### config.mk
export PLATFORM = sky130hd
export DESIGN_NAME = button_event_gen
export DESIGN_NICKNAME = d
export VERILOG_FILES = /design/src/rtl/button_event_gen.sv
export SDC_FILE = /design/constraint.sdc
export NUM_CORES = 1
export LEC_CHECK = 0
export ABC_AREA = 1
export ABC_CLOCK_PERIOD_IN_PS = 3500
export BUFFER_PORTS_ARGS = -buffer_cell sky130_fd_sc_hd__buf_2
export CORE_MARGIN = 1.5
export CORE_UTILIZATION = 40
export DETAILED_ROUTE_END_ITERATION = 8
export PLACE_DENSITY = 0.64
export SETUP_SLACK_MARGIN = 0.4
export SLEW_MARGIN = 25
export SYNTH_ARGS = -nofsm -noshare
export SYNTH_HDL_FRONTEND = slang
export SYNTH_SLANG_ARGS = --single-unit
### constraint.sdc
create_clock -name i_Clk -period 3.5 [get_ports i_Clk]
set_input_delay 0.175 -clock i_Clk [delete_from_list [all_inputs] [get_ports i_Clk]]
set_output_delay 0.175 -clock i_Clk [all_outputs]
set_load 0.05 [all_outputs]
### src/rtl/button_event_gen.sv
// Button event generator: turns a debounced button level into PRESS / RELEASE / LONG / REPEAT
// events, queued in a 2-entry FIFO with a valid/ready head and a sticky overflow flag.
// Optional feature macro: BUTTON_EVT_REPEAT_EN (when undefined, HELD only waits for release
// and REPEAT is never produced).
module button_event_gen #(
    parameter int unsigned c_LONG_PRESS    = 50000000,
    parameter int unsigned c_REPEAT_PERIOD = 10000000,
    parameter int unsigned c_CNT_WIDTH     = 26
) (
    input  logic       i_Clk,
    input  logic       i_Rst_L,
    input  logic       i_Switch,
    output logic       o_Evt_Valid,
    output logic [1:0] o_Evt_Code,
    input  logic       i_Evt_Ready,
    output logic       o_Overflow,
    input  logic       i_Ovf_Clr,
    output logic       o_Held
);

    localparam logic [1:0] EvtPress   = 2'b00;
    localparam logic [1:0] EvtRelease = 2'b01;
    localparam logic [1:0] EvtLong    = 2'b10;

    localparam logic [c_CNT_WIDTH-1:0] LongTerm = c_CNT_WIDTH'(c_LONG_PRESS - 1);

`ifdef BUTTON_EVT_REPEAT_EN
    localparam logic [1:0]             EvtRepeat = 2'b11;
    localparam logic [c_CNT_WIDTH-1:0] RepTerm   = c_CNT_WIDTH'(c_REPEAT_PERIOD - 1);
`else
    // Repeat period has no effect in this build.
    logic unused_repeat_period;
    assign unused_repeat_period = ^c_REPEAT_PERIOD;
`endif

    typedef enum logic [1:0] {StIdle, StPressed, StHeld} state_e;

    state_e                 state_q, state_d;
    logic [c_CNT_WIDTH-1:0] cnt_q, cnt_d;
    logic                   sw_prev_q;
    logic                   held_q;
    logic                   rise, fall;
    logic                   push;
    logic [1:0]             push_code;

    logic [1:0] mem0_q, mem0_d, mem1_q, mem1_d;
    logic [1:0] fifo_cnt_q, fifo_cnt_d, fifo_cnt_mid;
    logic       valid_q;
    logic       ovf_q, ovf_d;
    logic       pop, drop;

    assign rise = i_Switch & ~sw_prev_q;
    assign fall = ~i_Switch & sw_prev_q;

    // Button FSM: decides next state, counter value and the single event pushed this cycle.
    always_comb begin
        state_d   = state_q;
        cnt_d     = cnt_q;
        push      = 1'b0;
        push_code = EvtPress;
        unique case (state_q)
            StIdle: begin
                if (rise) begin
                    push      = 1'b1;
                    push_code = EvtPress;
                    cnt_d     = '0;
                    state_d   = StPressed;
                end
            end
            StPressed: begin
                // Release beats a terminal count landing on the same cycle.
                if (fall) begin
                    push      = 1'b1;
                    push_code = EvtRelease;
                    cnt_d     = '0;
                    state_d   = StIdle;
                end else if (cnt_q == LongTerm) begin
                    push      = 1'b1;
                    push_code = EvtLong;
                    cnt_d     = '0;
                    state_d   = StHeld;
                end else begin
                    cnt_d = cnt_q + 1'b1;
                end
            end
            StHeld: begin
                if (fall) begin
                    push      = 1'b1;
                    push_code = EvtRelease;
                    cnt_d     = '0;
                    state_d   = StIdle;
                end
`ifdef BUTTON_EVT_REPEAT_EN
                else if (cnt_q == RepTerm) begin
                    push      = 1'b1;
                    push_code = EvtRepeat;
                    cnt_d     = '0;
                end else begin
                    cnt_d = cnt_q + 1'b1;
                end
`endif
            end
            default: begin
                state_d = StIdle;
                cnt_d   = '0;
            end
        endcase
    end

    // FSM state, hold counter, edge-detect history and held flag.
    always_ff @(posedge i_Clk or negedge i_Rst_L) begin
        if (!i_Rst_L) begin
            state_q   <= StIdle;
            cnt_q     <= '0;
            sw_prev_q <= 1'b0;
            held_q    <= 1'b0;
        end else begin
            state_q   <= state_d;
            cnt_q     <= cnt_d;
            sw_prev_q <= i_Switch;
            held_q    <= (state_d != StIdle);
        end
    end

    assign pop = valid_q & i_Evt_Ready;

    // FIFO next state: pop shifts slot 1 down, then a push lands in the first free slot.
    always_comb begin
        mem0_d       = mem0_q;
        mem1_d       = mem1_q;
        fifo_cnt_mid = fifo_cnt_q;
        drop         = 1'b0;
        if (pop) begin
            mem0_d       = mem1_q;
            mem1_d       = EvtPress;
            fifo_cnt_mid = fifo_cnt_q - 2'd1;
        end
        fifo_cnt_d = fifo_cnt_mid;
        if (push) begin
            if (fifo_cnt_mid == 2'd2) begin
                drop = 1'b1;
            end else begin
                if (fifo_cnt_mid == 2'd0) begin
                    mem0_d = push_code;
                end else begin
                    mem1_d = push_code;
                end
                fifo_cnt_d = fifo_cnt_mid + 2'd1;
            end
        end
        // A drop in the same cycle as a clear leaves the flag set.
        if (drop) begin
            ovf_d = 1'b1;
        end else if (i_Ovf_Clr) begin
            ovf_d = 1'b0;
        end else begin
            ovf_d = ovf_q;
        end
    end

    // FIFO storage, occupancy, head-valid and overflow registers.
    always_ff @(posedge i_Clk or negedge i_Rst_L) begin
        if (!i_Rst_L) begin
            mem0_q     <= EvtPress;
            mem1_q     <= EvtPress;
            fifo_cnt_q <= 2'd0;
            valid_q    <= 1'b0;
            ovf_q      <= 1'b0;
        end else begin
            mem0_q     <= mem0_d;
            mem1_q     <= mem1_d;
            fifo_cnt_q <= fifo_cnt_d;
            valid_q    <= (fifo_cnt_d != 2'd0);
            ovf_q      <= ovf_d;
        end
    end

    assign o_Evt_Valid = valid_q;
    assign o_Evt_Code  = mem0_q;
    assign o_Overflow  = ovf_q;
    assign o_Held      = held_q;

endmodule

After elaboration in Yosys (flattened, before gate mapping)
Index checks and enable logic that the tools add are counted.

cells by class
  $add $sub $neg = 3
  equality and inequality tests = 6
  muxes and demuxes = 34
  bitwise gates (word level) = 5
  reductions and logical operators = 6

operator list
  kind                   number
  $mux 26                4
  $pmux 26 s3            1
  $mux 2                 17
  $add 26x1->26 const B  1
  $eq 26x26->1 const B   1
  $mux 1                 9
  $pmux 2 s3             1
  $reduce_bool 2->1      3
  $eq 2x2->1 const B     2
  $logic_not 2->1        2
  $ne 2x2->1 const B     2
  $pmux 2 s2             1
  $and 1x1->1            3
  $pmux 1 s3             1
  $add 2x1->2 const B    1
  $eq 2x1->1 const B     1
  $not 1->1              2
  $reduce_and 2->1       1
  $sub 2x1->2 const B    1

storage, ports and cells
  register bits = 38
  input port bits = 5
  output and inout port bits = 5
  logic and storage cells = 63

Logic depth before layout (Yosys ltp)
Gate-level depths: netlist of the first run.

  word-level depth = 7
  gate-level depth with buffers = 13
  gate-level depth less buffers = 13

Worst setup path before layout of the first run
Ideal clock, no wire load.

  kind = reg2reg
  start = reg valid_q, in the netlist o_Evt_Valid
  end = reg mem0_q[0], in the netlist o_Evt_Code[0]
  setup time = 123 ps
  data arrival time = 1936 ps
  data required time = 3377 ps
  slack = 1441 ps
  stages on the path, launching flop included = 10
  buffers on the path = 0
  clock period less this slack = 2059 ps
  cells stage by stage = dfrtp_1 > nand2_1 > or2_2 > xor2_1 > ha_1 > inv_1 > nand2_1 > o21ai_0 > mux2i_1 > o21ai_1

on the way
  word-level cells in the longest chain between the ends = 6
  elaborated cells on any way between the ends = 8
  classes of those cells = 1 x eq/ne; 5 x mux; 1 x bitwise; 1 x reduce/logical

ends and longest elaborated chain
  item                      RTL line  text
  start: declaration        48        logic valid_q;
  start signal: assignment  173       valid_q <= (fifo_cnt_d != 2'd0);
  $and 1x1->1 (*)           125       assign pop = valid_q & i_Evt_Ready;
  $mux 2                    133       if (pop) begin
  $logic_not 2->1           143       if (fifo_cnt_mid == 2'd0) begin
  $mux 2                    143
  $mux 2                    140       if (fifo_cnt_mid == 2'd2) begin
  $mux 2 (*)                139       if (push) begin
  net mem0_d[0]             46        logic [1:0] mem0_q, mem0_d, mem1_q, mem1_d;
  end signal: assignment    164       mem0_q <= EvtPress;
  end signal: assignment    170       mem0_q <= mem0_d;
  end: declaration          46

The timed path passes the listed nets; every way through them passes the cells marked *.
A chain may end at the register's enable or synchronous reset.

Worst setup path in the final report of the first run
  start = reg state_q[1]
  end = reg cnt_q[3]

on the way
  word-level cells in the longest chain between the ends = 3
  elaborated cells on any way between the ends = 7
  classes of those cells = 4 x eq/ne; 1 x mux; 2 x reduce/logical

ends and longest elaborated chain
  item                                                  RTL line  text
  start: declaration                                    38        state_e state_q, state_d;
  start signal: assignment                              113       state_q <= StIdle;
  start signal: assignment                              118       state_q <= state_d;
  $eq 2x2->1 / $logic_not 2->1 (equally long branches)  61        unique case (state_q)
  $ne 2x2->1 (no source line)                           n/a
  $reduce_and 2->1 (no source line)                     n/a
  end signal: assignment                                119       cnt_q <= cnt_d;
  end: declaration                                      39        logic [c_CNT_WIDTH-1:0] cnt_q, cnt_d;

Parallel ways exist; a longest one is shown, timed or not.

==> results.txt, run 1 <==
* Number of antenna violations at the first check in global routing: 0
* Complex-gate fraction of the synthesized area: 10.3%
- XOR/XNOR Fraction of Synth Area: 2.60%
- IR analysis of the VDD net gives a maximum drop of 0.248 mV.
- Number of cells on the critical path: 8
- Global routing finished with a remaining overflow of 0.
* Kind of critical path: flip-flop to flip-flop
- In this run the biggest area consumer among cell types represents 40.4% of the synthesized area.
- CTS saw 38 sinks.
* Yosys reg bits: 38
- Layout Nets: 332
- In this run the horizontal extent of the chip is 79.7 um.
- Depth of the CTS H-tree: 2
- Final critical delay including setup and external delays: 1.95 ns
- Measured slew at the worst slew-check pin: 0.835 ns
- Area added between synthesis and finish: 8.93%
* Standby leakage power: 1.17 nW
- The hold violation total from the final report came to 38.
* Most used flip-flop cell after synthesis: sky130_fd_sc_hd__dfrtp_1
* Yosys warning count: 0
- Synth cell count leaders: sky130_fd_sc_hd__nand2_1 (65), sky130_fd_sc_hd__nor2_1 (43), sky130_fd_sc_hd__dfrtp_1 (38)
* Final design utilization: 45.7%
- Dividing the detail-routed wire length by the instance count gives 12.0 um.
- Most used cell along the critical path: sky130_fd_sc_hd__inv_1
- Post-route worst hold slack: -0.0205 ns
- The worst setup path is captured at a flip-flop.
- Ratio of routed vias to standard cells: 4.92
- DR iter-0 viols: 93
* Num ports: 10
- STA puts the critical path data required time at 3.71 ns.
- Area enclosed by the die boundary: 0.00636 sq mm
- Synthesis produced 306 cells.
* Final count of negative-setup-slack endpoints: 0
- A synthesized cell averages 7.70 sq um.
- Class of the worst hold path: primary input to asynchronous set/reset pin
* Worst path arrival time: 2.16 ns
- First-pass GRT wire length: 8110 um
- Cts-stage hold buffer count: 0
* Relative slew slack: 44.3%
- HPWL after detailed placement: 3590 um
- Total of cells resized after clock tree synthesis: 0
- Most instantiated library cell after synthesis: sky130_fd_sc_hd__nand2_1
* Overall die height: 79.7 um
* Number of inserted diodes: 0
- Final worst clock skew: 0.00726 ns
* Syn Std Cell Area: 0.00235 sq mm
- Share of layout cells above drive strength 1: 18.1%
- The core region is 0.00561 sq mm.
* Largest net degree at the start of global routing: 39
- Share of the cycle needed by the critical path after routing: 55.6%
- The clock passes through at most 2 buffers.
* Root Buffer Master: sky130_fd_sc_hd__clkbuf_8
* First-pass DRT Iterations: 4
* Mux share of post-synthesis cell area: 0.425%
* Crit path max-delay family: simple AND/OR/NAND/NOR gates
- Master of the slowest instance on the critical path: sky130_fd_sc_hd__dfrtp_1
- After routing, the total negative slack on setup checks comes to 0 ns.
- When the netlist entered floorplanning its net count stood at 318.
- Number of distinct library cells after synthesis: 33
* Total via count in the routed design: 1,934
* FFs w/ async S/R, synth: 100%
- Of all nets on the critical path, the largest fanout is 11.
- Total routing resource utilization after global routing: 16.7%
* Max-capacitance violation count: 0
- Net switching is 40.7% of the power.
* Total length of routed wires: 4710 um
* Layout filler cell count: 594
- Buffers added to address setup during post-CTS repair amount to 0.
* Clock tree from TritonCTS: built
- Portion of total power attributed to sequential cells: 37.8%
* Maximum cell stage delay along the critical path: 0.42 ns
- RSZ-0062 raised after global routing: no
- Per report_power, the clock group accounts for 23.7% of the total.
* Seq/Total Area, Yosys: 40.4%
* Result of the run: finished, violations left
- By area, the combinational part of the netlist is dominated by simple AND/OR/NAND/NOR gates.
- Of the total synthesized cell area, the portion taken by full adders, half adders and majority gates is 3.72%.
* Internal power: 793 uW
* Initial core utilization: 42.0%
- Power Density: 522 mW/mm^2
- Failing checks: hold timing
* Cells traversed along the worst timing path: inv_1 -> ha_1 -> inv_1 -> nor2_4 -> nand2_4 -> nand2_2 -> inv_1 -> nor3b_1
- STA classifies the critical path startpoint as a flip-flop.
* Insertion delay to the later sink of the worst-skew pair: 0.30 ns
- P_sw: 545 uW
* Simple-gate share of the synthesized area: 34.9%
- Crit path buf inv count: 3
* Cells taking the most area after synthesis: sky130_fd_sc_hd__dfrtp_1 (40%), sky130_fd_sc_hd__nand2_1 (10%), sky130_fd_sc_hd__nor2_1 (6.9%)
- CTS clock-pin slew for the worst setup and hold paths: 0.08 ns
- The count of buffers added on input and output ports is 9.
- In this run the remaining antenna-violating nets after routing total 0.
- Routability-driven placement finished with a final weighted congestion of 0.863.
- TritonCTS buffer count: 5
- Fmax: 0.514 GHz
- After detailed routing, the number of remaining DRC violations is 0.
- Dominant cell type by area after synthesis: sky130_fd_sc_hd__dfrtp_1
- Combinational logic burns 38.5% of the power.
* Final Slew Violations: 0
- Vias in the first global route: 1,763
- Number of enable-type register cells in the synthesized netlist: 0
- Reg2reg path depth: 8
- After floorplanning, the core was divided into 27 placement rows.
-- final timing paths --
check | start | endpoint | slack [ns]
setup reg to reg | state_q[1]$_DFF_PN0_ | cnt_q[3]$_DFFE_PN0P_ | 1.55
min in group i_Clk | i_Switch | sw_prev_q$_DFF_PN0_ | 0.01
setup / recovery | state_q[1]$_DFF_PN0_ | cnt_q[3]$_DFFE_PN0P_ | 1.55
hold reg to reg | cnt_q[19]$_DFFE_PN0P_ | cnt_q[19]$_DFFE_PN0P_ | 0.53
hold / removal | i_Rst_L | mem1_q[1]$_DFF_PN0_ | -0.02
max in group asynchronous | i_Rst_L | cnt_q[10]$_DFFE_PN0P_ | 3.00
-- sequential cells by signal, summed over array words and instances (netlist names) --
| signal | flops |
|---|---|
| cnt_q | 26 |
| fifo_cnt_q | 2 |
| mem1_q | 2 |
| o_Evt_Code | 2 |
| state_q | 2 |
| o_Evt_Valid | 1 |
| o_Held | 1 |
| o_Overflow | 1 |
| sw_prev_q | 1 |
-- cells in the final DEF (no fill, tap or decap), types with 2 or more instances in the layout --
cell type                  synthesis  routed
sky130_fd_sc_hd__nor3_1            4       4
sky130_fd_sc_hd__dfrtp_1          38      38
sky130_fd_sc_hd__buf_2             1       9
sky130_fd_sc_hd__o21ai_2           5       5
sky130_fd_sc_hd__nand3_2           2       2
sky130_fd_sc_hd__nor3_2            3       3
sky130_fd_sc_hd__xor2_1            7       7
sky130_fd_sc_hd__o21a_1            2       2
sky130_fd_sc_hd__a31oi_1           2       2
sky130_fd_sc_hd__nand2_1          65      65
sky130_fd_sc_hd__ha_1              7       7
sky130_fd_sc_hd__o21ai_0           9       9
sky130_fd_sc_hd__nor2_2            2       2
sky130_fd_sc_hd__nor2_1           43      43
sky130_fd_sc_hd__a21oi_1          15      15
sky130_fd_sc_hd__clkbuf_8          0       6
sky130_fd_sc_hd__nor2_4            4       4
sky130_fd_sc_hd__o21ai_1           4       4
sky130_fd_sc_hd__nand4_1           4       4
sky130_fd_sc_hd__nand2_4           7       7
sky130_fd_sc_hd__nor3b_1           2       2
sky130_fd_sc_hd__nand3_1          20      20
sky130_fd_sc_hd__inv_2             7       7
sky130_fd_sc_hd__nand2_2           9       9
sky130_fd_sc_hd__inv_1            35      35
-- cell type report --
type,count,area [sq um],area share [%]
multi-input cells,223,1220,47.7
flip-flops and latches,38,951,37.1
inverters,43,164,6.39
well taps,72,90.1,3.51
clock buffers,7,86.3,3.37
repair buffers,9,45.0,1.76
clock inverters,1,5.00,0.195
-- power by group through the flow --
stage	Combinational (mW)	Clock [mW]	Sequential, mW
2_1_floorplan	0.366	0	0.568
3_3_place_gp	0.512	0	0.512
3_5_place_dp	0.516	0	0.515
4_1_cts	0.518	0.326	0.506
5_1_grt	0.587	0.348	0.513
6_report	0.515	0.317	0.506
-- worst register-to-register path, delay by kind of cell (launching register included) --
kind                     cells  cell delay (ns)
AND/OR/NAND/NOR              4             0.79
flip-flops                   1             0.42
buffers and inverters        3             0.40
adder cells (fa/ha/maj)      1             0.25
-- cell families after synthesis --
| logic type | Yosys count |
|---|---|
| buf+inv | 45 |
| xor+xnor | 7 |
| simple gates | 167 |
| fa+ha+maj | 7 |
| mux | 1 |
| flops | 38 |
| compound gates | 41 |
-- per-stage QoR --
stage / instances / instance area [sq um] / setup WS (ns) / power (mW)
3_5_place_dp: 385 / 2470 / 1.58 / 1.03
4_1_cts: 393 / 2560 / 1.56 / 1.35
2_1_floorplan: 306 / 2350 / 1.44 / 0.934
5_1_grt: 393 / 2560 / 1.38 / 1.45
3_3_place_gp: 385 / 2470 / 1.56 / 1.02
6_report: 393 / 2560 / 1.55 / 1.34
-- per-layer routing --
metal	global-route usage [%]	share of wire (%)
met1	22.3	50
met2	26.3	45
met3	5.03	3.8
met4	4.39	1.1
met5	0	0
Note: power is estimated with default switching activity, not from simulation.
==> inputs of run 2 (changes only) <==
Settings changed: ABC_CLOCK_PERIOD_IN_PS 3500 to 1900.
Clock period 3.5 ns to 1.9 ns, I/O delays scaled along.
==> results.txt, run 2 (synthesis results as in run 1) <==
* Result of the run: finished, final reports clean
* Internal power: 1.95 mW (+150%)
* Most common cell after layout, fill and taps aside: sky130_fd_sc_hd__nand2_1
* HPWL after detailed placement: 3610 um (+0.40%)
* Number of inserted diodes: 0 (unchanged)
- The number of top-level design ports came to 10 (unchanged).
- Setup Slack @ Placement: 0.160 ns (-1.42 ns)
- Standby leakage power: 1.47 nW (+25%)
* CTS clock-pin slew for the worst setup and hold paths: 0.08 ns (about the same)
* Worst path arrival time: 1.84 ns (-0.32 ns)
- Post-detailed-route DRC marker count: 0 (unchanged)
- Reg2reg path depth: 12 (+4)
* Total length of routed wires: 5720 um (+21%)
* Area added between synthesis and finish: 40.4%
- The instance area at placement came to 0.00256 sq mm (+3.6%).
* RSZ-0062 raised after global routing: yes
* Top library cells by usage in the layout, fill and taps aside: sky130_fd_sc_hd__nand2_1 (50), sky130_fd_sc_hd__nor2_1 (37), sky130_fd_sc_hd__dfrtp_1 (36)
- Placer's final routability congestion estimate: 0.930 (+7.7%)
- The highest clock rate was 0.607 GHz (+18%).
* Std cell rows: 27 (unchanged)
* Final design utilization: 59.0% (+13 points)
- The final net count was 371 (+12%).
- Count of clock tree sinks: 38 (unchanged)
* Overall die height: 79.7 um (unchanged)
- First-pass GRT wire length: 9410 um (+16%)
* Worst reg2reg startpoint: cnt_q[0]$_DFFE_PN0P_
- Total routing resource utilization after global routing: 19.0% (+2.3 points)
- Required arrival time at the worst endpoint: 2.09 ns (-1.62 ns)
* Total via count in the routed design: 2,153 (+11%)
- Max-capacitance violation count: 0 (unchanged)
- The maximum clock path buffer count is 2 (unchanged).
- Reg-to-Reg End: cnt_q[19]$_DFFE_PN0P_
- P_sw: 1.33 mW (+140%)
* Final worst clock skew: 0.00844 ns (+0.00118 ns)
* Final instance count without filler cells: 432 (+9.9%)
- Measured slew at the worst slew-check pin: 0.481 ns (-0.354 ns)
- The number of flip-flops under the largest register name is 26 (unchanged).
- cnt_q holds more flip-flops than any other register.
* Number of antenna violations at the first check in global routing: 0 (unchanged)
- The largest fanout on the critical path came to 5 (-6).
- The post-route cell area is 0.00331 sq mm (+29%).
- Clock tree from TritonCTS: built
- Final Slew Violations: 0 (unchanged)
- The hold violation total from the final report is 0 (-100%).
- Layout filler cell count: 487 (-18%)
- The die span in x was 79.7 um (unchanged).
* Area of all sequential standard cells: 953 sq um (+0.26%)
* Share of the cycle needed by the critical path after routing: 86.7% (+31 points)
- The number of vias per cell after detailed routing is 4.98 (+1.3%).
* Internal reg-to-reg setup slack: 0.25 ns (-1.30 ns)
- The initial core utilization was 42.0% (unchanged).
* Area enclosed by the die boundary: 0.00636 sq mm (unchanged)
- Portion of total power attributed to sequential cells: 28.9% (-8.9 points)
- The insertion delay of the later-clocked pin in the worst-skew pair was 0.30 ns (about the same).
- STA classifies the critical path startpoint as a flip-flop.
- The maximum number of pins on one net before global-route repair was 21 (-46%).
- The cell sitting at the root of the clock tree is a sky130_fd_sc_hd__clkbuf_8.
- The worst path setup slack after routing is 0.252 ns (-1.30 ns).
- The via count of the first global-routing pass is 2,106 (+19%).
- Overall power of the completed layout: 3.29 mW (+150%)
- DR iter-0 viols: 82 (-12%)
* Kind of critical path: flip-flop to flip-flop
* Relative slew slack: 67.9% (+24 points)
- Fraction of power consumed by the clock network: 17.8% (-5.9 points)
- The total of endpoints with negative setup slack in the final report was 0 (unchanged).
- The placeable core region came to 0.00561 sq mm (unchanged).
- Inst Count DP: 388 (+0.78%)
- TritonCTS buffer count: 5 (unchanged)
- Sw Ratio: 40.6% (-0.092 points)
* PortBufs: 9 (unchanged)
* Depth of the CTS H-tree: 2 (unchanged)
- The time the worst path needs with I/O delays and setup is 1.65 ns (-0.298 ns).
- Setup crit end kind: flip-flop
- The tightest hold margin is 0.280 ns (+0.301 ns).
- The number of search-and-repair iterations in the first detailed-routing pass came to 4 (unchanged).
* Power Density: 994 mW/mm^2 (+90%)
- The tightest min-delay check is of the primary input to asynchronous set/reset pin type.
- Fin Setup TNS: 0 ns (unchanged)
* Largest voltage drop on the vdd net: 0.627 mV (+150%)
- The global route total overflow is 0 (unchanged).
- The share of layout cells above drive strength 1 came to 41.4% (+23 points).
- The average detailed-routed wire length per instance came to 13.2 um (+10%).
- The residual antenna-violating net count after detailed routing came to 0 (unchanged).
- The area of the multi-input gates came to 0.00155 sq mm (+27%).
* Fraction of power consumed by combinational cells: 53.3% (+15 points)
==> run 2: cell count changes in the layout (fill, tap and decap cells not counted), sizes merged <==
cell / change
clkinv: +1
clkinvlp: +1
dlygate4sd3: +3
buf: +36
inv: -2
==> run 2: area by class of cell <==
cell class	count	share of cell area, %
clock buffer	7	2.61
clock inverter	1	0.151
inverter	43	5.68
multi-input combinational	223	47.0
sequential	38	28.8
tap	72	2.72
timing repair buffer	48	13.1
==> run 2: worst max-delay path, stage by stage, from the launching register on <==
cell and delay, ns:
sky130_fd_sc_hd__dfrtp_1 0.36, sky130_fd_sc_hd__ha_2 0.20, sky130_fd_sc_hd__nand3_2 0.08, sky130_fd_sc_hd__inv_2 0.10, sky130_fd_sc_hd__nand2_2 0.07, sky130_fd_sc_hd__nor2_4 0.12
sky130_fd_sc_hd__nand2_4 0.08, sky130_fd_sc_hd__nand2_4 0.10, sky130_fd_sc_hd__nand2_8 0.08, sky130_fd_sc_hd__buf_8 0.15, sky130_fd_sc_hd__nand2_8 0.07, sky130_fd_sc_hd__nand2_2 0.05
sky130_fd_sc_hd__o21a_1 0.09
==> run 2: routing by layer <==
metal	vias up	global-route usage, %	share of wire (%)
li1	1080	-	-
met1	1030	24.8	46
met2	35	30.4	49
met3	8	4.11	3.3
met4	0	7.72	1.7
met5	-	0	0
==> run 2: timing repair <==
item | CTS | global route
endpoints found under the setup margin | 31 | 37
pin swaps | 17 | 16
hold endpoints to repair | 21 | 0
cloned | 1 | 0
resized for setup | 38 | 46
buffers inserted | 20 | 12
hold buffers | 3 | 0
==> run 2: power by group through the flow <==
stage               Clock, mW  Sequential [mW]  Combinational [mW]
floorplan                   0             1.06               0.743
global placement            0            0.956                1.05
detailed placement          0            0.960                1.06
CTS                     0.597            0.939                1.47
global route            0.631            0.959                1.90
finish                  0.585            0.949                1.75
==> run 2: worst max path at each step <==
stage,startpoint,slack (ns),endpoint,cells after the start
final,cnt_q[0]$_DFFE_PN0P_,0.25,cnt_q[19]$_DFFE_PN0P_,12
after global placement,state_q[0]$_DFF_PN0_,0.17,cnt_q[21]$_DFFE_PN0P_,12
after global routing,cnt_q[0]$_DFFE_PN0P_,0.15,cnt_q[19]$_DFFE_PN0P_,12
after floorplan,o_Evt_Valid$_DFF_PN0_,0.15,o_Evt_Code[1]$_DFF_PN0_,9
after detailed placement,state_q[0]$_DFF_PN0_,0.16,cnt_q[25]$_DFFE_PN0P_,12
after CTS,cnt_q[0]$_DFFE_PN0P_,0.25,cnt_q[19]$_DFFE_PN0P_,12
==> inputs of run 3 (changes only) <==
Settings changed: CORE_MARGIN 1.5 to 1, GPL_TIMING_DRIVEN from default to 0.
==> results.txt, run 3 (synthesis results as in run 1) <==
- The flow ran to the end, and the final reports show no timing, DRC or antenna violations.
- Top register by number of flip-flops: cnt_q
* Remaining global-route overflow: 0 (unchanged)
- Area of all sequential standard cells: 953 sq um (unchanged)
* Worst reg2reg startpoint: state_q[1]$_DFF_PN0_
* Area used by multi-input combinational logic: 0.00154 sq mm (-0.56%)
* RSZ-0062 raised after global routing: yes
- Ratio of routed vias to standard cells: 4.97 (-0.32%)
* TritonCTS buffer count: 5 (unchanged)
- The max-slew headroom at the worst pin came to 43.1% (-25 points).
* Kind of start point of the critical path: flip-flop
- Number of inserted diodes: 0 (unchanged)
- The count of unresolved DRC violations after routing is 0 (unchanged).
* Overall die height: 78.7 um (-1.3%)
* Share of the cycle needed by the critical path after routing: 85.7% (-1.1 points)
- TritonCTS built the clock tree.
- The endpoint identified for the worst register-to-register timing path is cnt_q[3]$_DFFE_PN0P_.
- Total via count in the routed design: 2,151 (-0.093%)
- Final instance count without filler cells: 433 (+0.23%)
- HPWL after detailed placement: 3430 um (-5.0%)
- The count of routing violations after the opening detailed-route iteration came to 96 (+17%).
- Highest fanout seen on the critical path: 7 (+2)
- PortBufs: 9 (unchanged)
- Reg2reg path depth: 9 (-3)
* Depth of the CTS H-tree: 2 (unchanged)
* Largest net degree at the start of global routing: 39 (+86%)
- Most common cell after layout, fill and taps aside: sky130_fd_sc_hd__nand2_1
- Setup crit end kind: flip-flop
* Flip-flop count of the largest register after layout: 26 (unchanged)
* Insertion delay to the later sink of the worst-skew pair: 0.29 ns (about the same)
- The placeable core region was 0.00557 sq mm (-0.60%).
- Post-route worst hold slack: 0.326 ns (+0.0463 ns)
* Worst hold path cell count: 7
- Portion of total power attributed to sequential cells: 28.3% (-0.6 points)
- From synthesis to final layout, the design area changed by 38.5%.
* Final worst clock skew: 0.00845 ns (+0.0000155 ns)
- The power spent charging and discharging nets was 1.36 mW (+1.8%).
- The standard-cell row count was 27 (unchanged).
- The number of instances in the placed design is 387 (-0.26%).
* Count of nets left with antenna violations after detail routing: 0 (unchanged)
- The clock share of power was 17.0% (-0.8 points).
- Wire per inst: 12.9 um (-2.4%)
* Internal reg-to-reg setup slack: 0.27 ns (+0.02 ns)
- The number of top-level design ports is 10 (unchanged).
- Number of antenna violations at the first check in global routing: 0 (unchanged)
- The transition time at the pin with the least slew margin is 0.853 ns (+0.372 ns).
- The reported max-cap violation count is 0 (unchanged).
* Top library cells by usage in the layout, fill and taps aside: sky130_fd_sc_hd__nand2_1 (50), sky130_fd_sc_hd__dfrtp_1 (36), sky130_fd_sc_hd__buf_4 (35)
- The worst hold path begins at i_Switch.
- Required arrival time at the worst endpoint: 2.12 ns (+0.03 ns)
* Worst path arrival time: 1.84 ns (about the same)
- The setup path with the least slack is of type flip-flop to flip-flop.
- Fraction of power consumed by combinational cells: 54.7% (+1.4 points)
* Class of the worst hold path: primary input to flip-flop
- The total power density per cell area is 1030 mW/mm^2 (+3.3%).
- Final Slew Violations: 0 (unchanged)
- Total routing resource utilization after global routing: 19.1% (+0.086 points)
- Internal power: 1.99 mW (+1.9%)
* Fin Setup TNS: 0 ns (unchanged)
- The maximum clock path buffer count is 2 (unchanged).
- Horizontal die dimension: 78.7 um (-1.3%)
- Layout filler cell count: 477 (-2.1%)
- Final critical delay including setup and external delays: 1.63 ns (-0.0207 ns)
- CTS clock-pin slew for the worst setup and hold paths: 0.07 ns (about the same)
- The final net count was 373 (+0.54%).
- The sink count of the clock tree is 38 (unchanged).
- Area enclosed by the die boundary: 0.00620 sq mm (-2.5%)
- The fraction of power spent switching nets was 40.6% (about the same).
* First-pass DRT Iterations: 4 (unchanged)
- Share of layout cells above drive strength 1: 41.6% (+0.16 points)
- Standby leakage power: 1.46 nW (-0.23%)
- The via count of the first global-routing pass came to 2,096 (-0.47%).
* Total length of routed wires: 5600 um (-2.1%)
- The highest clock rate was 0.614 GHz (+1.3%).
* First-pass GRT wire length: 9270 um (-1.5%)
- Final count of negative-setup-slack endpoints: 0 (unchanged)
* Initial core utilization: 42.2% (+0.25 points)
- The hold violation total from the final report is 0 (unchanged).
- Largest voltage drop on the vdd net: 0.612 mV (-2.5%)
- The last weighted congestion value of the routability-driven placer was 0.832 (-11%).
* Root Buffer Master: sky130_fd_sc_hd__clkbuf_8
- The worst hold path terminates at state_q[0]$_DFF_PN0_.
## run 3: cell count changes in the layout (fill, tap and decap cells not counted), moves of 3 or more
cell,delta
sky130_fd_sc_hd__inv_6,+3
sky130_fd_sc_hd__nor2_1,-3
sky130_fd_sc_hd__buf_6,-9
sky130_fd_sc_hd__nand2_4,+3
sky130_fd_sc_hd__buf_4,+12
sky130_fd_sc_hd__inv_2,-4
sky130_fd_sc_hd__nand2_8,-3
## run 3: routing by layer
metal	vias to the layer above	wire, um	global-route usage, %	share of wire, %
met5	-	0	0	0
met4	0	87	5.74	1.6
met3	9	156	3.79	2.8
met2	31	2830	32.8	51
met1	1020	2530	24.1	45
li1	1091	-	-	-
## run 3: repair_timing
action                                  4_1_cts  5_1_grt
pin swaps                                    16       26
hold buffers                                  3        0
hold endpoints to repair                     40        0
setup buffers                                22       13
gates cloned                                  1        0
endpoints found under the setup margin       32       37
resized for setup                            42       33
## run 3: per-stage QoR
stage / instance area [sq um] / setup slack [ns] / total power [mW] / util (%)
after detailed placement: 2540 / 0.156 / 2.02 / 45.7
after global routing: 3260 / 0.170 / 3.56 / 58.5
after CTS: 3040 / 0.272 / 3.03 / 54.6
final: 3260 / 0.273 / 3.35 / 58.5
after floorplan: 2410 / 0.153 / 1.80 / -
after global placement: 2540 / 0.194 / 2.01 / 45.7
## run 3: area by class of cell
type	instances	area share, %
Tap cell	72	2.76
Buffer	2	0.690
Inverter	43	5.75
Clock buffer	7	2.65
Timing Repair Buffer	48	11.6
Multi-Input combinational cell	223	47.3
Sequential cell	38	29.2
## run 3: worst max-delay path: stages, from the launching register on
cell and delay (ns):
sky130_fd_sc_hd__dfrtp_2 0.46, sky130_fd_sc_hd__inv_4 0.10, sky130_fd_sc_hd__ha_4 0.15, sky130_fd_sc_hd__inv_1 0.06
sky130_fd_sc_hd__nor2_4 0.15, sky130_fd_sc_hd__nand2_4 0.09, sky130_fd_sc_hd__nand2_8 0.10, sky130_fd_sc_hd__buf_4 0.12
sky130_fd_sc_hd__clkinvlp_4 0.14, sky130_fd_sc_hd__nor3b_2 0.17
## run 3: worst max path at each step
stage,end,slack (ns),start,cells past startpoint
CTS,cnt_q[19]$_DFFE_PN0P_,0.27,cnt_q[1]$_DFFE_PN0P_,12
floorplan,o_Evt_Code[1]$_DFF_PN0_,0.15,o_Evt_Valid$_DFF_PN0_,9
global placement,cnt_q[19]$_DFFE_PN0P_,0.19,state_q[1]$_DFF_PN0_,10
finish,cnt_q[3]$_DFFE_PN0P_,0.27,state_q[1]$_DFF_PN0_,9
global route,cnt_q[19]$_DFFE_PN0P_,0.17,cnt_q[9]$_DFFE_PN0P_,12
detailed placement,o_Evt_Code[1]$_DFF_PN0_,0.16,state_q[1]$_DFF_PN0_,8
## run 3: power groups by stage
stage	logic, mW	registers (mW)	clock network, mW
2_1_floorplan	0.743	1.06	0
4_1_cts	1.51	0.939	0.585
6_report	1.83	0.946	0.569
3_3_place_gp	1.05	0.955	0
5_1_grt	1.99	0.953	0.615
3_5_place_dp	1.06	0.958	0
